## src/rtl/ace_snoop_collector.sv

```systemverilog
// ace_snoop_collector: fans one ACE snoop out to NumPorts masters and merges their CR responses
module ace_snoop_collector #(
  parameter int NumPorts = 4,
  parameter int AddrWidth = 64,
  parameter int TimeoutCycles = 0,
  localparam int IdxWidth = NumPorts > 1 ? $clog2(NumPorts) : 1
) (
  input  logic                  clk_i,
  input  logic                  rst_ni,
  input  logic                  ac_valid_i,
  output logic                  ac_ready_o,
  input  logic [AddrWidth-1:0]  ac_addr_i,
  input  logic [3:0]            ac_snoop_i,
  input  logic [2:0]            ac_prot_i,
  input  logic [NumPorts-1:0]   ac_mask_i,
  output logic [NumPorts-1:0]   mst_ac_valid_o,
  input  logic [NumPorts-1:0]   mst_ac_ready_i,
  output logic [AddrWidth-1:0]  mst_ac_addr_o,
  output logic [3:0]            mst_ac_snoop_o,
  output logic [2:0]            mst_ac_prot_o,
  input  logic [NumPorts-1:0]   mst_cr_valid_i,
  output logic [NumPorts-1:0]   mst_cr_ready_o,
  input  logic [5*NumPorts-1:0] mst_cr_resp_i,
  output logic                  cr_valid_o,
  input  logic                  cr_ready_i,
  output logic [4:0]            cr_resp_o,
  output logic [IdxWidth-1:0]   cr_data_sel_o,
  output logic [NumPorts-1:0]   cr_timeout_o,
  output logic                  busy_o
);
  typedef enum logic [1:0] {IDLE, SNOOP, RESP} state_t;
  state_t state, state_nx;
  logic [NumPorts-1:0] target, acdone, done, stale, dtm, tmo;
  logic [NumPorts-1:0] pend, ac_hs_m, cr_hs, drain, done_nx, dt_nx;
  logic [4:0] acc, merged;
  logic [31:0] cnt;
  logic ac_hs, expire;
  assign cr_resp_o = acc;
  assign cr_timeout_o = tmo;
  always_comb begin
    ac_ready_o = state == IDLE;
    ac_hs = ac_valid_i & ac_ready_o;
    busy_o = state != IDLE;
    cr_valid_o = state == RESP;
    mst_ac_valid_o = state == SNOOP ? target & ~acdone : '0;
    ac_hs_m = mst_ac_valid_o & mst_ac_ready_i;
    pend = state == SNOOP ? acdone & ~done : '0;
    mst_cr_ready_o = pend | stale;
    cr_hs = mst_cr_valid_i & pend;
    drain = mst_cr_valid_i & stale;
    done_nx = done | cr_hs;
    merged = acc;
    dt_nx = dtm;
    for (int i = 0; i < NumPorts; i++)
      if (cr_hs[i]) begin
        merged = merged | mst_cr_resp_i[5*i +: 5];
        dt_nx[i] = mst_cr_resp_i[5*i];
      end
    expire = TimeoutCycles != 0 && cnt == 32'(TimeoutCycles - 1) && done_nx != target;
    cr_data_sel_o = '0;
    for (int i = NumPorts - 1; i >= 0; i--)
      if (dtm[i]) cr_data_sel_o = IdxWidth'(i);
    state_nx = state == IDLE  ? (ac_valid_i ? (|(ac_mask_i & ~stale) ? SNOOP : RESP) : IDLE) :
               state == SNOOP ? (done_nx == target || expire ? RESP : SNOOP) :
                                (cr_ready_i ? IDLE : RESP);
  end
  always_ff @(posedge clk_i) begin
    if (!rst_ni) begin
      state <= IDLE;
      target <= '0;
      acdone <= '0;
      done <= '0;
      stale <= '0;
      dtm <= '0;
      tmo <= '0;
      acc <= '0;
      cnt <= '0;
      mst_ac_addr_o <= '0;
      mst_ac_snoop_o <= '0;
      mst_ac_prot_o <= '0;
    end else begin
      state <= state_nx;
      stale <= (stale & ~drain) | (expire ? (acdone | ac_hs_m) & ~done_nx : '0);
      if (ac_hs) begin
        mst_ac_addr_o <= ac_addr_i;
        mst_ac_snoop_o <= ac_snoop_i;
        mst_ac_prot_o <= ac_prot_i;
        target <= ac_mask_i & ~stale;
        tmo <= ac_mask_i & stale;
        acc <= {3'b000, |(ac_mask_i & stale), 1'b0};
        acdone <= '0;
        done <= '0;
        dtm <= '0;
        cnt <= '0;
      end else if (state == SNOOP) begin
        acdone <= acdone | ac_hs_m;
        done <= done_nx;
        acc <= expire ? merged | 5'b00010 : merged;
        dtm <= dt_nx;
        cnt <= cnt + 1;
        tmo <= expire ? tmo | (target & ~done_nx) : tmo;
      end else if (state == RESP && cr_ready_i) begin
        acc <= '0;
        tmo <= '0;
        dtm <= '0;
      end
    end
  end
endmodule
```

## config.mk

```make
export PLATFORM = sky130hd
export DESIGN_NAME = ace_snoop_collector
export DESIGN_NICKNAME = d
export VERILOG_FILES = /design/src/rtl/ace_snoop_collector.sv
export SDC_FILE = /design/constraint.sdc
export NUM_CORES = 1
export LEC_CHECK = 0
export BUFFER_PORTS_ARGS = -buffer_cell sky130_fd_sc_hd__buf_4
export CAP_MARGIN = 20
export CORE_ASPECT_RATIO = 0.6
export CORE_UTILIZATION = 41
export DETAILED_ROUTE_END_ITERATION = 10
export GPL_TIMING_DRIVEN = 0
export PLACE_DENSITY = 0.73
export SLEW_MARGIN = 0
export SYNTH_ARGS = -nofsm -noshare
export SYNTH_HDL_FRONTEND = slang
export SYNTH_SLANG_ARGS = --single-unit
```

## constraint.sdc

```tcl
create_clock -name clk_i -period 2 [get_ports clk_i]
set_input_delay 0.2 -clock clk_i [delete_from_list [all_inputs] [get_ports clk_i]]
set_output_delay 0.2 -clock clk_i [all_outputs]
set_load 0.005 [all_outputs]
```

* Word level (Yosys, flattened, before mapping)
Cells that the tools add are included.
Operators by class: $add $sub $neg 0, $mul 0, div/mod/pow operators 0, order comparisons 0, equal/unequal tests 8, shifts and indexed selects 0, mux-type cells 27, bitwise gates (word level) 21, reductions and logical operators 14
Operators with widths (count):
- AND 4 bit | 8
- 2-to-1 mux 5 bit | 6
- 2-to-1 mux 4 bit | 6
- 2-to-1 mux 2 bit | 11
- bitwise OR 5 bit | 4
- inverter 4 bit | 4
- bitwise OR 4 bit | 3
- != test 2 bit (second input constant) | 5
- AND reduction 2 bit | 5
- OR reduction 4 bit | 2
- nonzero test 2 bit | 3
- equality test 4 bit | 1
- 2-to-1 mux 1 bit | 4
- nonzero test 3 bit | 1
- equality test 2 x 1 -> 1 bit (second input constant) | 1
- equality test 2 bit (second input constant) | 1
- zero test 2 bit | 1
- OR reduction 2 bit | 1
- AND 1 bit | 1
- logical AND 1 bit | 1
- inverter 1 bit | 1
Storage, ports and cells: register bits 102, latch bits 0, bits in writable memories 0, bits in read-only memories 0, input bits 107, output and inout port bits 93, word-level logic and storage cells 85, memories 0

* Longest topological paths before layout
Gate-level depths: netlist of run 1.
word-level depth 13, depth in mapped cells 7, depth with buffers taken out 5

* Worst setup path before layout of run 1
No wires, ideal clock.
path kind register to register, start reg state[0], end reg state[0], setup time 115 ps, arrival time 1313 ps, data required time 1885 ps, slack 571 ps, cell stages (with the launch flop) 8, buffers on the path 2, clock period less this slack 1429 ps, cells stage by stage dfxtp_1 -> nor2b_4 -> buf_6 -> buf_8 -> a31oi_4 -> xor2_1 -> nand4_1 -> a31o_1
On the way: word-level cells in the longest chain between the ends 8, elaborated cells between the ends (all ways) 9, classes of those cells 2 x eq/ne; 4 x mux; 2 x bitwise; 1 x reduce/logical
RTL lines:
- start: declaration | RTL line 32 | state_t state, state_nx;
- start signal: assignment | RTL line 82 | state <= state_nx;
- equality test 2 x 1 -> 1 bit | RTL line 47, 64
- 2-to-1 mux 4 bit | RTL line 47 | pend = state == SNOOP ? acdone & ~done : '0;
- AND 4 bit | RTL line 49 | cr_hs = mst_cr_valid_i & pend;
- bitwise OR 4 bit | RTL line 51 | done_nx = done | cr_hs;
- equality test 4 bit | RTL line 64 | state == SNOOP ? (done_nx == target || expire ? RESP : SNOOP) :
- 2-to-1 mux 2 bit (2 in a row) | RTL line 64
- 2-to-1 mux 2 bit (*) | RTL line 63 | state_nx = state == IDLE ? (ac_valid_i ? (|(ac_mask_i & ~stale) ? SNOOP : RESP) : IDLE) :
Mark *: on every way between the ends. The rest lies on a longest branch, timed or not. A chain may end at the register's enable or synchronous reset.

* Final worst setup path of run 1
start reg state[0], end out mst_cr_ready_o[2]
On the way: word-level cells in the longest chain between the ends 3
RTL lines:
- equality test 2 x 1 -> 1 bit | RTL line 47
- 2-to-1 mux 4 bit | RTL line 47
- bitwise OR 4 bit | RTL line 48 | mst_cr_ready_o = pend | stale;
- end: declaration | RTL line 22 | output logic [NumPorts-1:0] mst_cr_ready_o,
Every way passes these cells.

==> results.txt, run 1 <==
The total count of hold-check failures in the final report is 0. The TritonCTS sink count came out at just over 100. The count of distinct cell types in the synthesized netlist came out at 40. The number of nets in the layout is 791. The max-slew violation total from the final report is 0. The clock tree from TritonCTS is done. The post-detailed-route DRC marker count came out at 0.

The worst setup path is launched from a flop. The maximum number of pins on one net before global-route repair is 20. Clock latency on the worst-skew pair, taken at its later pin, is 0.34 ns. The detail-routed net length per standard cell came out at around 14 um. The filler-free cell count of the finished design is 819. After detailed placement, the total cell area comes to 5740 um2. The start of the worst register-to-register path is state[0]$_SDFF_PN0_.

Adding up every negative setup slack in the final design gives 0 ns. By startpoint and endpoint, the worst setup path is classified as reg -> out. The die extent in x is between 100 and 150 um. The number of antenna violations at the first check in global routing is 0.

The count of standard-cell rows came out at 27. The number of primary I/O pins is 200. The placement-stage worst setup slack is 0.222 ns. The share of async-settable or async-resettable flops after synthesis came out at 0%. STA classifies the critical path endpoint as an output pin.

The number of max-cap violations came out at 0. After clock tree synthesis, the flow added hold-fix buffers numbering 0. The total instance count after detailed placement came out at 804. The clock transition at the registers of the reported paths came out at 0.07 ns.

The fraction of final layout cells with drive strength greater than 1 is 34.7%. The die is 79.4 um tall. Setup repair after global routing left no endpoint under its margin.

In this run, synthesis inferred 0 flip-flops with an integrated enable. For this run, the detailed router's first-pass iteration total came to 5. The top fanout value on the critical path came out at 19.

For the worst setup path, the data arrival time is about 1.5 ns. The most critical setup path has its startpoint at state[0]$_SDFF_PN0_. The library cell used most frequently in the layout, excluding fill and tap cells, is sky130_fd_sc_hd__buf_4. The synthesized instance count came out at 476. Global routing used 22.2% of the available tracks. The final weighted congestion in routability-driven placement came out at just over 0.8.

The ratio of final minimum period to clock period is 87.0%. The tree is rooted in a sky130_fd_sc_hd__clkbuf_16. Gates resized during post-CTS repair numbered 0. Summing every instance area after synthesis gives 4090 um2. In this run the tightest slew margin relative to its limit is 64.3%. Among all flip-flop cells after synthesis, the most frequent one is sky130_fd_sc_hd__dfxtp_1. The total die area is 10400 um2. The wire length of the first global-routing pass is 17.8 mm. The number of buffers between clock root and the deepest sink came out at 2. The leftover overflow at the end of global routing came out at 0. The mean number of vias per cell is 4.85.

The final worst setup slack is 0.259 ns. The number of nets still failing antenna checks after routing came out at 0. For this run, the number of Yosys warnings is 0. The average cell area after synthesis is approximately 8.6 um2. Leaving out fill and tap cells, the most frequent cells in the layout are sky130_fd_sc_hd__buf_4 (198), sky130_fd_sc_hd__nand2_1 (162), sky130_fd_sc_hd__dfxtp_1 (102), sky130_fd_sc_hd__a21boi_0 (55), sky130_fd_sc_hd__a21boi_1 (17). The run finished with clean final reports.

The worst hold path depth came out at 3. The number of nets in the synthesized netlist is 583. The area growth from synthesis to final layout is 48.3%. CTS built an H-tree with a depth of 3.

The via total after detailed routing is 3971. Static timing analysis puts the maximum clock frequency at 575 MHz. The wire length reported by the detailed router came out at around 12 mm. The data required time at the worst endpoint came out at 1.80 ns.

The violation count after the first detailed-routing iteration is 183. The final clock skew came out at 0.00326 ns. The final design area excluding fillers came out at roughly 6100 um2. The total half-perimeter wirelength after legalization and detailed placement came out at 9.27 mm. The minimum clock period after layout is 1.74 ns. The leakage power summed over all cells is 0.00270 uW.

0 antenna diodes ended up in the layout. The length in cells of the worst reg-to-reg path is 7. The transition time at the pin with the least slew margin is 0.535 ns.

The placeable core region is 9430 um2. The TritonCTS buffer count came out at 9. The number of buffers inserted by post-CTS setup repair came out at 0. Across the VDD grid, the largest voltage drop is 0.000592 V. The number of failing setup endpoints in the final timing report came out at 0. The power per cell area is 825 nW/um2. In this run the most critical hold path is launched from ac_addr_i[26].

The number of storage elements in the synthesis netlist is 102. The sequential cell area fraction in the yosys report came out at 49.9%. The class of the tightest hold or removal check is in -> reg. The number of global-route vias before repair is 3594. The number of I/O port buffers is between 150 and 200. The starting density of the core came out at between 40% and 50%.
==> cell type report <==
type | instances | area, um2
Clock buffer | 11 | 253
Fill cell | 828 | 3350
Inverter | 4 | 15.0
Timing Repair Buffer | 198 | 1490
Tap cell | 130 | 163
Buffer | 35 | 203
Clock inverter | 5 | 81.3
Sequential cell | 102 | 2040
Multi-Input combinational cell | 334 | 1830
==> report_power, final <==
part	switching (uW)	internal [uW]	total, uW
combinational	413	451	864
clock	747	1160	1910
sequential	74.5	2160	2230
total	1240	3780	5010
==> logic make-up (layout without fill, tap and decap cells) <==
logic type	count (synthesis)	count (layout)	share of synthesized area (%)
and+or+nand+nor	210	210	22.3
AOI/OAI and AO/OA	120	120	21.6
DFF	102	102	49.9
xor gates and xnor gates	4	4	0.856
buffers and inverters	40	253	5.41
==> flip-flops by register name (all words and copies together), names as in the netlist <==
register / flops
cr_timeout_o: 4
cr_resp_o: 5
dtm: 4
state: 2
mst_ac_snoop_o: 4
acdone: 4
stale: 4
done: 4
mst_ac_prot_o: 3
mst_ac_addr_o: 64
target: 4
==> worst max-delay path, cell delays in order, from the launching register on <==
cell and delay (ns):
sky130_fd_sc_hd__dfxtp_1 0.36, sky130_fd_sc_hd__nor2b_4 0.15, sky130_fd_sc_hd__buf_6 0.14, sky130_fd_sc_hd__buf_8 0.17
sky130_fd_sc_hd__nand2_1 0.07, sky130_fd_sc_hd__o21bai_1 0.17, sky130_fd_sc_hd__buf_4 0.14
==> metal layers <==
metal | vias to the layer above | GRT usage [%] | share of wire [%]
li1 | 2006 | - | -
met1 | 1808 | 29.6 | 45
met2 | 147 | 34.9 | 44
met3 | 10 | 7.37 | 9.5
met4 | 0 | 4.71 | 0.84
met5 | - | 0 | 0
==> metrics by stage <==
stage / hold slack, ns / total power, uW / util [%]
after global routing: 0.100 / 5230 / 64.4
after CTS: 0.0996 / 5060 / 64.4
after detailed placement: 0.449 / 3160 / 60.9
final: 0.109 / 5010 / 64.4
after floorplan: 0.335 / 2660 / -
after global placement: 0.442 / 3130 / 60.9
==> final timing paths <==
path,endpoint,slack [ns]
worst max-delay path,mst_cr_ready_o[2],0.26
worst min-delay path,mst_ac_addr_o[26]$_SDFFE_PN0P_,0.11
worst max register to register,state[0]$_SDFF_PN0_,0.33
worst min register to register,mst_ac_addr_o[52]$_SDFFE_PN0P_,0.46
==> synth_stat cells (all sizes together) (4+ instances only) <==
cell / instances / area share [%]
a221oi: 4 / 0.86
nand2b: 4 / 0.61
dfxtp: 102 / 50
clkbuf: 13 / 1.2
nor2: 15 / 1.4
and2: 5 / 0.76
a31oi: 7 / 1.4
nand2: 162 / 15
a22oi: 5 / 0.92
and3b: 4 / 0.86
buf: 23 / 3.9
o21ai: 5 / 0.61
inv: 4 / 0.37
nor2b: 5 / 0.95
a21oi: 12 / 1.6
nand3b: 4 / 0.73
a32oi: 4 / 0.86
a21boi: 72 / 13
Power figures use the tool's default switching activity.
==> run 2, diff against run 1 <==
Settings changed: PLACE_DENSITY 0.73 to 0.72, RECOVER_POWER from default to 25.
==> run 2 against run 1 <==
Net effect:
- via count is 0.25% higher
- critical endpoint unchanged
- highest routed layer unchanged
- worst setup slack improved by 0.068 ns
- sequential power about the same
- critical path type unchanged
- routed wire length is 0.54% higher
- clock-buffer cell count fell by 1
==> results.txt, run 2 (synthesized netlist as in run 1, its figures left out) <==
The class of the tightest hold or removal check is in -> reg. The number of global-route vias before repair is ~3600. Once layout is complete, the cells apart from fillers number 817.

The area growth from synthesis to layout is 47.1%. The most critical setup path has its startpoint at state[0]$_SDFF_PN0_. The number of I/O port buffers is 198. Headroom to the max-slew limit came out at between 60 and 70%. The diode insertion count for antenna repair came out at 0. The placeable core region came out at 9430 um2. The internal cell power came out at 3800 uW. The transition time at the pin with the least slew margin is 0.536 ns. The via total after detailed routing came out at 3981. TritonCTS built the clock tree.

The die outline height is 79.4 um. The number of nets in the layout came out at 791. The critical path startpoint category is a flop. The leftover overflow at the end of global routing came out at 0. Setup repair after global routing left no endpoint under its margin. The final clock skew is 0.00566 ns.

The TritonCTS sink count is 102. The number of buffers between clock root and the deepest sink is 2. The clock root buffer is sky130_fd_sc_hd__clkbuf_16. The most frequent standard cell in the layout excluding fill and tap cells is sky130_fd_sc_hd__nand2_1. The fill cell total of the finished layout is 817.

The startpoint identified for the worst register-to-register timing path is state[1]$_SDFF_PN0_. The top register by number of flip-flops is mst_ac_addr_o. The sequential cell area is 2040 um2. The relative contribution of combinational cells to total power came out at 16.8%. The power per cell area is 833 nW/um2. The number of buffers inserted by post-CTS setup repair came out at 0. The total count of hold-check failures in the final report came out at 0. The number of failing setup endpoints in the final timing report is 0. VDD sags by at most 0.000503 V. The post-layout total power came out at 5010 uW. The wire length of the first global-routing pass is approximately 18 mm. The startpoint identified for the worst hold timing path is ac_addr_i[34]. The ratio of final minimum period to clock period came out at 83.6%. In this run switching power makes up 24.1% of total power.

The minimum clock period after layout came out at 1.67 ns. The maximum number of pins on one net before global-route repair is 20. The placement-stage worst setup slack is about 0.24 ns. The number of nets still failing antenna checks after routing is 0. The max-slew violation total from the final report came out at 0. The footprint of the multi-input gates came out at 1830 um2. Sequential cells account for 44.6% of the total power.

The worst hold path depth came out at 3. The number of antenna violations at the first check in global routing came out at 0. Across every metal layer, demand over resource in global routing totals 22.4%. The count of hold buffers inserted by post-cts repair came out at 0. The TritonCTS buffer count is 9.

The setup total negative slack is 0 ns. At the end of routability-driven placement, the weighted congestion stood at ~0.85. In the final layout, the share of cells above drive strength 1 is 32.6%. Wires add up to 11.8 mm.

The endpoint kind of the worst setup timing path is an output pin. For this run, the top clock speed supported by timing is 598 MHz. The number of flip-flops under the largest register name came out at 64. The number of primary I/O pins is 200. Once the floorplan was initialized, standard cells occupied 43.4% of the core. For this design the static power due to leakage is 0.00262 uW.

The clock transition at the registers of the reported paths came out at roughly 0.06 ns. The total instance count after detailed placement is 804. Max-cap violations in this run came to 0. The count of standard-cell rows came out at 27.

Before antenna repair, the detailed router went through 4 iterations. The run finished with clean final reports. The die extent in x came out at 131 um. By startpoint and endpoint, the worst setup path is classified as reg -> out.

Counting cells, the worst reg-to-reg path comes to 7. The detail-routed net length per standard cell is 14.5 um. The top fanout value on the critical path is 19.

For the worst setup path, the data arrival time is around 1.5 ns. The final worst setup slack came out at 0.327 ns. The total half-perimeter wirelength after legalization and detailed placement is 9.30 mm. The worst-skew pair later-pin latency is about 0.33 ns. The total number of H-tree levels came out at 3. The violation count after the first detailed-routing iteration came out at 200. The part of the total power dissipated in the clock network is 38.6%. The mean number of vias per cell came out at 4.87. The post-cts gate resize count is 0. The net load switching power is 1210 uW. The post-detailed-route DRC marker count came out at 0. The data required time at the worst endpoint is 1.80 ns. In the layout the commonest cells are sky130_fd_sc_hd__nand2_1 (162), sky130_fd_sc_hd__buf_4 (150), sky130_fd_sc_hd__dfxtp_1 (102), sky130_fd_sc_hd__a21boi_0 (55), sky130_fd_sc_hd__clkbuf_4 (36). The floorplan step defined a die boundary enclosing 10400 um2.
## run 2: changes by cell type in the layout (fill, tap and decap cells not counted)
cell / change
sky130_fd_sc_hd__bufinv_16: +1
sky130_fd_sc_hd__clkinv_4: -1
sky130_fd_sc_hd__clkbuf_4: +36
sky130_fd_sc_hd__clkbuf_8: -2
sky130_fd_sc_hd__buf_4: -48
sky130_fd_sc_hd__clkbuf_1: +13
sky130_fd_sc_hd__clkinv_2: -1
## run 2: worst paths after layout
kind / end / slack, ns
min reg2reg: mst_ac_addr_o[37]$_SDFFE_PN0P_ / 0.46
max reg2reg: state[0]$_SDFF_PN0_ / 0.35
max: mst_cr_ready_o[2] / 0.33
min: mst_ac_addr_o[34]$_SDFFE_PN0P_ / 0.11
## run 2: worst max-delay path, stage by stage, from the launching register on
cell and delay [ns]:
sky130_fd_sc_hd__dfxtp_1 0.35, sky130_fd_sc_hd__nor2b_4 0.15, sky130_fd_sc_hd__buf_6 0.13, sky130_fd_sc_hd__buf_8 0.17
sky130_fd_sc_hd__nand2_1 0.07, sky130_fd_sc_hd__o21bai_1 0.14, sky130_fd_sc_hd__buf_4 0.13
## run 2: final cells by class
class,instances,area share [%]
plain buffers,35,3.37
flip-flops and latches,102,33.9
clock buffers,10,3.80
clock inverters,4,1.62
multi-input cells,334,30.4
inverters,4,0.249
well taps,130,2.70
repair buffers,198,23.9
## run 2: through the flow
step	utilization [%]	hold slack, ns	cell area, um2
finish	63.9	0.112	6020
global route	63.9	0.107	6020
CTS	64.4	0.101	6070
detailed placement	60.9	0.452	5740
global placement	60.9	0.442	5740
floorplan	-	0.335	4090
## run 2: routing by layer
metal | GRT usage, % | part of all wire (%) | vias up
li1 | - | - | 2009
met1 | 29.9 | 46 | 1810
met2 | 35.7 | 45 | 151
met3 | 6.23 | 8.4 | 11
met4 | 5.40 | 0.96 | 0
met5 | 0 | 0 | -
## run 2: power by group through the flow
stage	Clock, uW	Combinational (uW)	Sequential (uW)
final	1940	844	2230
after detailed placement	0	875	2280
after global routing	2050	940	2250
after floorplan	0	382	2280
after CTS	1980	873	2240
after global placement	0	854	2270
